## src/rtl/maxpool2x2_stream.sv

```systemverilog
// Streaming 2x2 stride-2 FP16 max-pool over raster-order pixels, CH lanes per beat.
// Define POOL_INDEX_EN to add out_idx, the per-lane argmax position used for max-unpooling.
module maxpool2x2_stream #(
  parameter int DATA_W = 16,
  parameter int CH     = 1,
  parameter int IMG_W  = 8,
  parameter int IMG_H  = 8
) (
  input  logic                 clk,
  input  logic                 rst_n,
  input  logic                 in_valid,
  output logic                 in_ready,
  input  logic [CH*DATA_W-1:0] in_data,
  output logic                 out_valid,
  input  logic                 out_ready,
  output logic [CH*DATA_W-1:0] out_data,
  output logic                 out_last
`ifdef POOL_INDEX_EN
  ,
  output logic [CH*2-1:0]      out_idx
`endif
);

  localparam int COL_W = (IMG_W > 2) ? $clog2(IMG_W) : 1;
  localparam int ROW_W = (IMG_H > 2) ? $clog2(IMG_H) : 1;
  localparam int HALF  = IMG_W / 2;
  localparam int LB_AW = (HALF > 1) ? $clog2(HALF) : 1;

  // Strict "x beats y": ties, including +0 vs -0, leave the earlier element in place.
  function automatic logic isGreater(input logic [DATA_W-1:0] x, input logic [DATA_W-1:0] y);
    logic [DATA_W-2:0] magX;
    logic [DATA_W-2:0] magY;
    magX = x[DATA_W-2:0];
    magY = y[DATA_W-2:0];
    if (magX == '0 && magY == '0) return 1'b0;
    if (x[DATA_W-1] != y[DATA_W-1]) return !x[DATA_W-1];
    if (!x[DATA_W-1]) return magX > magY;
    return magX < magY;
  endfunction

  logic [COL_W-1:0]    col;
  logic [ROW_W-1:0]    row;
  logic [CH*DATA_W-1:0] hold;
  logic [CH*DATA_W-1:0] lineBuf [HALF];
  logic [LB_AW-1:0]    lbAddr;
  logic [CH*DATA_W-1:0] lineRd;
  logic [CH*DATA_W-1:0] pairMax;
  logic [CH*DATA_W-1:0] quadMax;
  logic [CH-1:0]       pairSel;
  logic [CH-1:0]       quadSel;
  logic                accept;
  logic                windowDone;
  logic                frameEnd;
  logic                outValidQ;

  assign in_ready   = !outValidQ || out_ready;
  assign out_valid  = outValidQ;
  assign accept     = in_valid && in_ready;
  assign lbAddr     = LB_AW'(col >> 1);
  assign lineRd     = lineBuf[lbAddr];
  assign windowDone = accept && col[0] && row[0];
  assign frameEnd   = (row == ROW_W'(IMG_H - 1)) && (col == COL_W'(IMG_W - 1));

  // Horizontal pair uses the held even-column pixel; the vertical step uses the stored top pair.
  always_comb begin
    pairMax = '0;
    quadMax = '0;
    pairSel = '0;
    quadSel = '0;
    for (int c = 0; c < CH; c++) begin
      pairSel[c] = isGreater(in_data[c*DATA_W +: DATA_W], hold[c*DATA_W +: DATA_W]);
      pairMax[c*DATA_W +: DATA_W] = pairSel[c] ? in_data[c*DATA_W +: DATA_W]
                                                : hold[c*DATA_W +: DATA_W];
      quadSel[c] = isGreater(pairMax[c*DATA_W +: DATA_W], lineRd[c*DATA_W +: DATA_W]);
      quadMax[c*DATA_W +: DATA_W] = quadSel[c] ? pairMax[c*DATA_W +: DATA_W]
                                                : lineRd[c*DATA_W +: DATA_W];
    end
  end

`ifdef POOL_INDEX_EN
  logic [CH-1:0]   lineIdx [HALF];
  logic [CH-1:0]   lineIdxRd;
  logic [CH*2-1:0] quadIdx;

  assign lineIdxRd = lineIdx[lbAddr];

  always_comb begin
    quadIdx = '0;
    for (int c = 0; c < CH; c++) begin
      quadIdx[c*2 +: 2] = quadSel[c] ? {1'b1, pairSel[c]} : {1'b0, lineIdxRd[c]};
    end
  end

  always_ff @(posedge clk) begin
    if (accept && col[0] && !row[0]) lineIdx[lbAddr] <= pairSel;
  end

  always_ff @(posedge clk or negedge rst_n) begin
    if (!rst_n) out_idx <= '0;
    else if (windowDone) out_idx <= quadIdx;
  end
`endif

  // Hold and line buffer are don't-care after reset, so they carry no reset.
  always_ff @(posedge clk) begin
    if (accept) begin
      if (!col[0]) hold <= in_data;
      else if (!row[0]) lineBuf[lbAddr] <= pairMax;
    end
  end

  always_ff @(posedge clk or negedge rst_n) begin
    if (!rst_n) begin
      col       <= '0;
      row       <= '0;
      outValidQ <= 1'b0;
      out_data  <= '0;
      out_last  <= 1'b0;
    end else begin
      if (accept) begin
        if (col == COL_W'(IMG_W - 1)) begin
          col <= '0;
          row <= (row == ROW_W'(IMG_H - 1)) ? '0 : row + 1'b1;
        end else begin
          col <= col + 1'b1;
        end
      end
      if (windowDone) begin
        outValidQ <= 1'b1;
        out_data  <= quadMax;
        out_last  <= frameEnd;
      end else if (out_ready) begin
        outValidQ <= 1'b0;
      end
    end
  end

endmodule

```

## config.mk

```make
export PLATFORM = sky130hd
export DESIGN_NAME = maxpool2x2_stream
export DESIGN_NICKNAME = d
export VERILOG_FILES = /design/src/rtl/maxpool2x2_stream.sv
export SDC_FILE = /design/constraint.sdc
export NUM_CORES = 1
export LEC_CHECK = 0
export ABC_CLOCK_PERIOD_IN_PS = 4500
export CORE_ASPECT_RATIO = 1.2
export CORE_MARGIN = 4
export CORE_UTILIZATION = 40
export DETAILED_ROUTE_END_ITERATION = 8
export PLACE_DENSITY_LB_ADDON = 0.15
export SYNTH_ARGS = -nofsm -noshare
export SYNTH_HDL_FRONTEND = slang
export SYNTH_SLANG_ARGS = --single-unit
```

## constraint.sdc

```tcl
create_clock -name clk -period 4.5 [get_ports clk]
set_input_delay 1.125 -clock clk [delete_from_list [all_inputs] [get_ports clk]]
set_output_delay 1.125 -clock clk [all_outputs]
set_load 0.01 [all_outputs]
```

# After elaboration in Yosys (flattened, before gate mapping)
# Memories as Yosys holds them, arrays and structs flattened.
# Cells that the tools add are included.
# W data, S select, Z words.
op_classes:
  n_reduce_logical: 17
  magnitude_cmp: 4
  n_mux: 34
  bitwise_logic: 1
  add_sub_neg: 2
  eq_ne: 4
ops:
  columns: ["op", "count"]
  rows:
  - ["$logic_not A15 Y1", 4]
  - ["$mux W16", 2]
  - ["$gt A15 B15 Y1", 2]
  - ["$lt A15 B15 Y1", 2]
  - ["$mux W1", 30]
  - ["$add A3 B1 Y3 const B", 2]
  - ["$eq A3 B3 Y1 const B", 2]
  - ["$logic_and A1 B1 Y1", 6]
  - ["$mux W3", 2]
  - ["$reduce_and A2 Y1", 2]
  - ["$logic_not A1 Y1", 3]
  - ["$ne A1 B1 Y1", 2]
  - ["$reduce_bool A2 Y1", 1]
  - ["$logic_or A1 B1 Y1", 1]
  - ["$not A1 Y1", 1]
word_totals:
  word_cells: 69
  register_bits: 40
  in_bits: 20
  ramBits: 64
  memories: 1
  out_inout_bits: 19
mem_list:
  columns: ["name", "depth", "word_bits", "rd", "rd_ports_with_merged_regs", "write_ports", "line", "source"]
  rows:
  - ["lineBuf", 4, 16, 1, 0, 1, "44", "logic [CH*DATA_W-1:0] lineBuf [HALF];"]

# Logic depth before layout (Yosys ltp)
# Gate-level depths: netlist of the first run.
depth:
  word_depth: 20
  depth_mapped: 20
  mapped_depth_nobuf: 18

# Worst setup path after synthesis of the first run
# Ideal clock, no wire load.
synth_timing:
  path_type: "input to register"
  start: "input port in_data[10]"
  end: "register out_data[11]"
  required_time_ps: 4410
  arrival_ps: 4689
  slack_ps: -279
  n_path_buf: 2
  setup_time_ps: 90
  path_stages: 18
  path_cell_list: "ha_1 a21oi_1 o21ai_0 a221oi_2 nand3_1 a211oi_4 buf_6 mux2i_1 inv_1 ha_1 and2_1 a221o_1 a21oi_1 nand2_1 a2bb2oi_1 buf_4 nand2_1 o221ai_1"
synth_between:
  elab_chain_cells: 13
  word_cells_on_any_way: 28
  cone_classes: "4 x order compare; 1 x eq/ne; 18 x mux; 5 x reduce/logical"
synth_lines:
  columns: ["item", "line", "source"]
  rows:
  - ["start, declared", "13", "input logic [CH*DATA_W-1:0] in_data,"]
  - ["$gt A15 B15 Y1", "37", "if (!x[DATA_W-1]) return magX > magY;"]
  - ["$mux W1", "37", null]
  - ["$mux W1", "38", "return magX < magY;"]
  - ["$mux W1", "37", null]
  - ["$mux W1", "36", "if (x[DATA_W-1] != y[DATA_W-1]) return !x[DATA_W-1];"]
  - ["$mux W16 *", "72", "pairMax[c*DATA_W +: DATA_W] = pairSel[c] ? in_data[c*DATA_W +: DATA_W]"]
  - ["parallel branches: the longest is 6 deep, another holds $gt A15 B15 Y1", null, null]
  - ["$mux W16 *", "75", "quadMax[c*DATA_W +: DATA_W] = quadSel[c] ? pairMax[c*DATA_W +: DATA_W]"]
  - ["end signal, assigned", "130", "out_data <= quadMax;"]
  - ["end, declared", "16", "output logic [CH*DATA_W-1:0] out_data,"]
# Mark *: on every way between the ends. The select of a mux whose other input is x is not followed.
# A chain may end at the register's enable or synchronous reset.

# Worst setup path after layout of the first run
layout_timing:
  start: "input port in_data[0]"
  end: "register out_data[5]"
layout_between:
  word_cells_on_any_way: 28
  cone_classes: "4 x order compare; 1 x eq/ne; 18 x mux; 5 x reduce/logical"
layout_rtl:
  columns: ["item", "line", "source"]
  rows:
  - ["$gt A15 B15 Y1", "37", null]
  - ["$mux W1", "37", null]
  - ["$mux W1", "38", null]
  - ["$mux W1", "37", null]
  - ["$mux W1 *", "36", null]
  - ["$mux W16 *", "72", null]
  - ["net pairMax[1]", "47", "logic [CH*DATA_W-1:0] pairMax;"]
  - ["$gt A15 B15 Y1", "37", null]
  - ["$mux W1", "37", null]
  - ["$mux W1", "38", null]
  - ["$mux W1", "37", null]
  - ["$mux W1 *", "36", null]
  - ["$mux W16 *", "75", null]
# The timed path passes the listed nets; every way through them passes the cells marked *. The select of a mux whose other input is x is not followed.

==> metrics.log, run 1 <==
INFO  metric result_of_the_run = finished clean
INFO  metric synthCells = 377
INFO  metric post_route_cells_drive_above_1_share = 0.393
INFO  metric total_cts_buffers = 9
INFO  metric tritoncts = yes
INFO  metric syn-cell-area = 5130 sq um
INFO  metric num-nets-final = 548
INFO  metric detailed_place_hpwl = 8870 microns
INFO  metric critical_path.startpoint_type = primary input
INFO  metric worst_ep_required_time = 4720 ps
INFO  metric worst-endpoint-arrival = 4700 ps
INFO  metric max_freq = 223 MHz
INFO  metric hold_path.startpoint = out_last
INFO  metric initial_core_util = 0.407
INFO  metric synth-simple-area-share = 0.0859
INFO  metric layout_stage_area_growth_over_the_synthesis_result = 39.9%
INFO  metric ys_warn_count = 0
INFO  metric critPathCaptureType = register
INFO  metric power_density_over_the_cells = 578 nW/um^2
INFO  metric compound_cell_area_share_of_the_yosys_netlist = 0.0707
INFO  metric grt_setup_unrepaired = true
INFO  metric switching_power = 1.38 mW
INFO  metric cts.root.buffer_cell = sky130_fd_sc_hd__clkbuf_16
INFO  metric post_route_non_filler_standard_cell_count = 663
INFO  metric r2r.worst_path.cells = 21
INFO  metric synthXorXnorAreaFrac = 0
INFO  metric cap_violations = 0
INFO  metric die_x = 111 microns
INFO  metric io_pins = 39
INFO  metric worst-path-max-fanout = 7
INFO  metric rrSetupSlack = 320 ps
INFO  metric slew_violations = 0
INFO  metric fin_worst_hold_slack = 476 ps
INFO  metric synth_mux_area_frac = 0.130
INFO  metric max-slew-margin-rel = 0.614
INFO  metric ant_nets = 0
INFO  metric antenna-diode-count = 0
INFO  metric worst_pin_slew = 572 ps
INFO  metric synth_top_cells_by_area = sky130_fd_sc_hd__edfxtp_1, sky130_fd_sc_hd__dfrtp_1, sky130_fd_sc_hd__ha_1
INFO  metric core = 12600 sq um
INFO  metric switching_share = 0.334
INFO  metric min_path_cells = 2
INFO  metric first_global_vias = 3670
INFO  metric clock_tree.htree_level_count = 3
INFO  metric crit_chain = clkdlybuf4s15_2 -> inv_1 -> ha_2 -> nand3b_1 -> a21oi_2 -> o31ai_4 -> nand3_2 -> a211oi_4 -> buf_12 -> mux2i_4 -> inv_2 -> ha_4 -> nor2b_2 -> o21a_1 -> o211ai_1 -> a21o_1 -> nand2_1 -> a2bb2oi_4 -> buf_6 -> mux2i_1 -> o21ai_1
INFO  metric clk_transition_reported_paths = 70 ps
INFO  metric syn-mean-instance-area = 13.6 sq um
INFO  metric share_of_total_power_in_the_clock_network = 0.213
INFO  metric post_placement_worst_setup_slack = -1190 ps
INFO  metric routed_wl = 12400 microns
INFO  metric finalClockSkew = 8.10 ps
INFO  metric criticalPathCategory = in2reg
INFO  metric port-buffer-count = 38
INFO  metric setup-violations-final = 0
INFO  metric cts_buffer_depth = 2
INFO  metric critical_path.reg2reg.endpoint = out_data[5]
INFO  metric yosys.area.top_type = sky130_fd_sc_hd__edfxtp_1
INFO  metric ys_types = 41
INFO  metric irDropWorstVdd = 0.000214 V
INFO  metric rows = 45
INFO  metric timing.hold.worst_endpoint = out_last
INFO  metric finalWorstPathRequiredPeriod = 4480 ps
INFO  metric adder_and_majority_gate_portion_of_the_synthesized_area = 0.0829
INFO  metric numClockSinks = 104
INFO  metric drc = 0
INFO  metric yosys.area.top_type_share = 0.468
INFO  metric critical-path-slowest-cell = sky130_fd_sc_hd__a211oi_4
INFO  metric antenna_violations_before_repair = 0
INFO  metric dp.cells = 633
INFO  metric main_combinational_cell_family_by_area_after_synthesis = multiplexers
INFO  metric fp.dieH = 132 microns
INFO  metric synth.yosys.seq_area_share = 0.585
INFO  metric grt_first_pass_wirelength = 19800 microns
INFO  metric post_drt_via_cell_ratio = 5.16
INFO  metric grt_max_degree = 26
INFO  metric drt-wirelength-per-cell = 18.6 microns
INFO  metric drt_first_pass_iters = 4
INFO  metric final.setup.worst_slack = 17.6 ps
INFO  metric gp_congestion = 0.803
INFO  metric seqPwrFrac = 0.339
INFO  metric p_comb_frac = 0.448
INFO  metric synth_fp_nets = 431
INFO  metric grt_util_all_layers = 0.173
INFO  metric floorplan_die_area = 14700 sq um
INFO  metric worst_hold_class = reg2reg
INFO  metric clock_insertion_delay_worst_skew = 340 ps
INFO  metric drt-initial-drc-count = 146
INFO  metric worst_r2r_startpoint = hold[11]
INFO  metric global_route.overflow_total = 0
INFO  metric detailroute.via_count = 3420
INFO  metric internal-power = 2.76 mW
INFO  metric critPathMaxStageDelay = 340 ps
INFO  metric timing.final.crit_share = 0.996
INFO  metric finalHoldViolCount = 0
INFO  metric total_leakage_power = 2.86 nW
INFO  metric ys_ff_latch = 104
## synth_stat cells (all sizes together)
| master | number |
|---|---|
| mux2i | 27 |
| and4 | 2 |
| nand3 | 4 |
| inv | 35 |
| edfxtp | 80 |
| buf | 8 |
| a221oi | 2 |
| nor3 | 6 |
| nand2 | 40 |
| a21oi | 10 |
| nor2b | 1 |
| a21o | 7 |
| a2111oi | 1 |
| o211ai | 1 |
| nand4 | 9 |
| ha | 34 |
| and3 | 5 |
| a2bb2oi | 1 |
| nand3b | 2 |
| mux2 | 15 |
| a221o | 1 |
| a211oi | 2 |
| o31ai | 1 |
| o221ai | 8 |
| o21ai | 15 |
| nor4 | 9 |
| o21a | 2 |
| nand2b | 1 |
| nor2 | 8 |
| nand4b | 1 |
| clkbuf | 3 |
| dlygate4sd1 | 1 |
| mux4 | 9 |
| dfrtp | 24 |
| and2 | 2 |
## cells by family (layout without fill, tap and decap cells)
group	Yosys count	count (layout)
flops	104	104
simple gates	90	90
compound gates	51	51
mux	51	51
buf+inv	47	169
fa+ha+maj	34	34
## layer usage
layer	vias to the layer above	global-route usage	wire (microns)
met4	0	0.0453	153
met2	57	0.304	6230
met3	12	0.0275	348
met1	1693	0.224	5620
met5	-	0	0
li1	1658	-	-
## cells in the final DEF (no fill, tap or decap), types with 9 or more instances in the layout
master / synthesis / routed
sky130_fd_sc_hd__dfrtp_1: 24 / 24
sky130_fd_sc_hd__ha_1: 34 / 9
sky130_fd_sc_hd__clkbuf_16: 0 / 9
sky130_fd_sc_hd__buf_6: 4 / 10
sky130_fd_sc_hd__inv_1: 35 / 32
sky130_fd_sc_hd__nand2_1: 40 / 39
sky130_fd_sc_hd__ha_4: 0 / 24
sky130_fd_sc_hd__buf_4: 3 / 71
sky130_fd_sc_hd__mux2i_1: 27 / 19
sky130_fd_sc_hd__edfxtp_1: 80 / 80
sky130_fd_sc_hd__nand4_1: 9 / 9
sky130_fd_sc_hd__clkdlybuf4s50_1: 0 / 23
## worst max-delay path: cells and delay by family
| kind | cells | cell delay, ps |
|---|---|---|
| AO/OA/AOI/OAI | 8 | 1550 |
| adder cells (fa/ha/maj) | 2 | 390 |
| buffers and inverters | 5 | 660 |
| multiplexers | 2 | 470 |
| AND/OR/NAND/NOR | 4 | 480 |
## power groups by stage
stage | combinational, mW | clock, mW | sequential, mW
finish | 1.86 | 0.883 | 1.41
floorplan | 0.966 | 0 | 1.38
global route | 2.04 | 0.938 | 1.43
detailed placement | 1.54 | 0 | 1.43
global placement | 1.51 | 0 | 1.42
CTS | 1.77 | 0.904 | 1.41
## stage by stage
| stage | area [sq um] | util | power (mW) | setup TNS (ps) |
|---|---|---|---|---|
| final | 7180 | 0.569 | 4.15 | 0 |
| after detailed placement | 6280 | 0.498 | 2.96 | -18490 |
| after CTS | 7030 | 0.557 | 4.08 | -101 |
| after global placement | 6280 | 0.498 | 2.93 | -16280 |
| after global routing | 7180 | 0.569 | 4.41 | -1630 |
| after floorplan | 5270 | - | 2.35 | -1440 |
## how the worst max path moves through the flow
stage	from	end	slack, ps	cells after the start
6_report	in_data[0]	out_data[5]	20	21
5_1_grt	in_data[0]	out_data[5]	-140	20
4_1_cts	in_data[13]	out_data[5]	-20	21
3_5_place_dp	in_data[4]	out_data[5]	-1190	21
3_3_place_gp	in_data[4]	out_data[12]	-1060	21
2_1_floorplan	in_data[4]	out_data[12]	-110	18
## cell type report
type,count,area (sq um)
Fill cell,1081,5430
Sequential cell,104,3000
Multi-Input combinational cell,226,2480
Timing Repair Buffer,118,1010
Clock buffer,9,225
Tap cell,164,205
Inverter,35,131
Clock inverter,7,120
## what timing repair did
item | 4_1_cts | 5_1_grt
pin swaps | 37 | 22
setup buffers | 10 | 5
gates resized for setup | 118 | 26
endpoints found under the setup margin | 16 | 16
cloned | 1 | 0
endpoints found under the hold margin | 0 | 0
hold buffers | 0 | 0
## sequential cells by signal (all words and copies together), names as in the netlist
signal     cells
row            3
out_data      16
col            3
hold          16
lineBuf       64
out_valid      1
out_last       1
No activity file was read; power rests on OpenSTA's default activity.
==> run 2, diff against run 1 <==
Settings changed: CORE_UTILIZATION 40 to 52, CTS_CLUSTER_SIZE set to 12.
==> run 2 against run 1 <==
  * Hold slack gained 4.5 ps
  * Count of clock-buffer cells in the layout up 1
  * Maximum frequency fell by 3.0%
  * Register-to-register slack worse by 90 ps
  * Largest power group unchanged
  * Cell count shrank 6.9%
  * Critical path depth decreased by 1
  * Routed wire length rose by 0.74%
  * The flow now finishes with violations (setup timing)
  * Sequential power about the same
  * First-iteration DRC count up 7.5%
  * Largest cell class unchanged
==> metrics.log, run 2 (synthesis gave the netlist of run 1 again) <==
INFO  metric internal-power = 2.65 mW
INFO  metric die_x = 98.7 microns
INFO  metric first_global_vias = 3684
INFO  metric hold_path.startpoint = out_last
INFO  metric clk_transition_reported_paths = 70 ps
INFO  metric max_freq = 216 MHz
INFO  metric layout_stage_area_growth_over_the_synthesis_result = 34.5%
INFO  metric final_core_util = 0.722
INFO  metric worst_hold_class = reg2reg
INFO  metric num-nets-final = 543
INFO  metric timing.hold.worst_endpoint = out_last
INFO  metric power = 4.06 mW
INFO  metric gp_congestion = 0.831
INFO  metric power_density_over_the_cells = 589 nW/um^2
INFO  metric critPathCaptureType = register
INFO  metric grt_util_all_layers = 0.221
INFO  metric rrSetupSlack = 230 ps
INFO  metric largest_register_ffs = 64
INFO  metric cap_violations = 0
INFO  metric critical-path-slowest-cell = sky130_fd_sc_hd__nor4_1
INFO  metric crit_chain = buf_2 -> ha_4 -> nand4_1 -> buf_4 -> buf_4 -> nor4_1 -> buf_4 -> a211oi_4 -> buf_6 -> mux2_4 -> ha_4 -> and4_4 -> nand4_1 -> a21o_1 -> a21oi_2 -> a2bb2oi_2 -> buf_4 -> mux2i_2 -> buf_4 -> o21ai_2
INFO  metric worst_r2r_startpoint = hold[14]
INFO  metric path_buf_inv = 7
INFO  metric critical_path.startpoint_type = primary input
INFO  metric finalClockSkew = 7.77 ps
INFO  metric fp.dieH = 117 microns
INFO  metric worst-path-stages = 20
INFO  metric drt-wirelength-per-cell = 20.2 microns
INFO  metric post_drt_via_cell_ratio = 5.76
INFO  metric rows = 39
INFO  metric r2r.worst_path.cells = 20
INFO  metric initial_core_util = 0.536
INFO  metric ant_nets = 0
INFO  metric share_of_total_power_in_the_clock_network = 0.190
INFO  metric cts_buffer_depth = 2
INFO  metric worst_ep_required_time = 4730 ps
INFO  metric detailed_place_hpwl = 8960 microns
INFO  metric numClockSinks = 104
INFO  metric criticalPathCategory = in2reg
INFO  metric holdBufCountCts = 0
INFO  metric cts.root.buffer_cell = sky130_fd_sc_hd__clkbuf_16
INFO  metric critical_path.top_delay_family = buffers and inverters
INFO  metric setup-violations-final = 16
INFO  metric global_route.overflow_total = 0
INFO  metric biggest_registers_after_layout = lineBuf x64, hold x16, out_data x16
INFO  metric finalHoldViolCount = 0
INFO  metric floorplan_die_area = 11500 sq um
INFO  metric worst-path-max-fanout = 8
INFO  metric finalWorstPathRequiredPeriod = 4620 ps
INFO  metric clock_insertion_delay_worst_skew = 350 ps
INFO  metric result_of_the_run = finished with violations
INFO  metric layout.cells.most_common_list = sky130_fd_sc_hd__edfxtp_1, sky130_fd_sc_hd__buf_4, sky130_fd_sc_hd__nand2_1
INFO  metric min_path_cells = 2
INFO  metric drt_first_pass_iters = 4
INFO  metric worst-endpoint-arrival = 4850 ps
INFO  metric io_pins = 39
INFO  metric critPathMaxStageDelay = 360 ps
INFO  metric grt_setup_unrepaired = true
INFO  metric grt_first_pass_wirelength = 19200 microns
INFO  metric core = 9560 sq um
INFO  metric port-buffer-count = 38
INFO  metric switching_share = 0.348
INFO  metric routed_wl = 12400 microns
INFO  metric irDropWorstVdd = 0.000275 V
INFO  metric clock_tree.htree_level_count = 3
INFO  metric tritoncts = yes
INFO  metric slew_violations = 0
INFO  metric total_leakage_power = 2.78 nW
INFO  metric setup_total_negative_slack = -906 ps
INFO  metric antenna_violations_before_repair = 0
INFO  metric drc = 0
INFO  metric grt_max_degree = 27
INFO  metric post_route_cells_drive_above_1_share = 0.377
INFO  metric num-fill-cells = 646
INFO  metric timing.final.crit_share = 1.03
INFO  metric worst_pin_slew = 1090 ps
INFO  metric crit_top_cell = sky130_fd_sc_hd__buf_4
INFO  metric critical_path.reg2reg.endpoint = out_data[4]
INFO  metric total_cts_buffers = 9
INFO  metric final.setup.worst_slack = -123 ps
INFO  metric failed_checks = setup timing
INFO  metric antenna-diode-count = 0
INFO  metric detailroute.via_count = 3552
INFO  metric switching_power = 1.41 mW
INFO  metric p_comb_frac = 0.466
INFO  metric max-slew-margin-rel = 0.268
INFO  metric drt-initial-drc-count = 157
INFO  metric layout.cells.most_common = sky130_fd_sc_hd__edfxtp_1
INFO  metric largest-register = lineBuf
INFO  metric seqPwrFrac = 0.344
run 2: changes by cell type in the layout (fill, tap and decap cells not counted), moves of 2 or more:
cell / previous run / this run
sky130_fd_sc_hd__buf_6: 10 / 5
sky130_fd_sc_hd__buf_8: 3 / 1
sky130_fd_sc_hd__bufinv_16: 3 / 1
sky130_fd_sc_hd__clkinv_2: 0 / 2
sky130_fd_sc_hd__clkinv_4: 3 / 0
sky130_fd_sc_hd__ha_1: 9 / 14
sky130_fd_sc_hd__ha_4: 24 / 20
sky130_fd_sc_hd__inv_6: 0 / 2
sky130_fd_sc_hd__mux2_2: 8 / 10
sky130_fd_sc_hd__mux2_4: 7 / 5
run 2: power by group through the flow:
stage          Sequential, mW  Combinational [mW]  Clock [mW]
2_1_floorplan            1.38               0.966           0
3_3_place_gp             1.40                1.58           0
3_5_place_dp             1.41                1.62           0
4_1_cts                  1.40                1.78       0.780
5_1_grt                  1.42                2.03       0.820
6_report                 1.40                1.89       0.772
run 2: worst max path at each step:
stage	start	to	slack (ps)
after global routing	in_data[2]	out_data[12]	-220
after CTS	in_data[6]	out_data[4]	1
final	in_data[12]	out_data[4]	-120
after global placement	in_data[4]	out_data[7]	-890
after floorplan	in_data[4]	out_data[12]	-110
after detailed placement	in_data[2]	out_data[6]	-960
run 2: cell type report:
type | instances | area (sq um) | share of cell area
Sequential cell | 104 | 3000 | 0.435
Multi-Input combinational cell | 226 | 2390 | 0.346
Timing Repair Buffer | 113 | 930 | 0.135
Clock buffer | 10 | 229 | 0.0332
Tap cell | 123 | 154 | 0.0223
Inverter | 35 | 131 | 0.0190
Clock inverter | 6 | 65.1 | 0.00943
run 2: per-stage QoR:
step                instances  worst slack, ps  cell area [sq um]  hold slack [ps]
finish                    617             -123               6900              481
global route              617             -223               6900              513
CTS                       613             1.35               6760              486
detailed placement        592             -957               6220              460
global placement          592             -886               6220              452
floorplan                 377             -107               5270              483
run 2: layer usage:
metal  track usage  vias to the layer above  wire length (microns)
li1              -                     1655                      -
met1         0.273                     1788                   5140
met2         0.392                       85                   6510
met3        0.0362                       24                    455
met4        0.0847                        0                    334
met5             0                        -                      0
run 2: what timing repair did:
item	in CTS	in global routing
cloned	0	0
pin swaps	41	19
buffers inserted	6	4
gates resized for setup	99	23
endpoints found under the setup margin	16	16
run 2: worst reg2reg max path, delay by kind of cell (launching register included):
kind,cells,cell delay [ps]
simple gates,4,860
flops,1,420
mux,2,570
compound gates,5,640
fa+ha+maj,2,550
buf+inv,7,1090
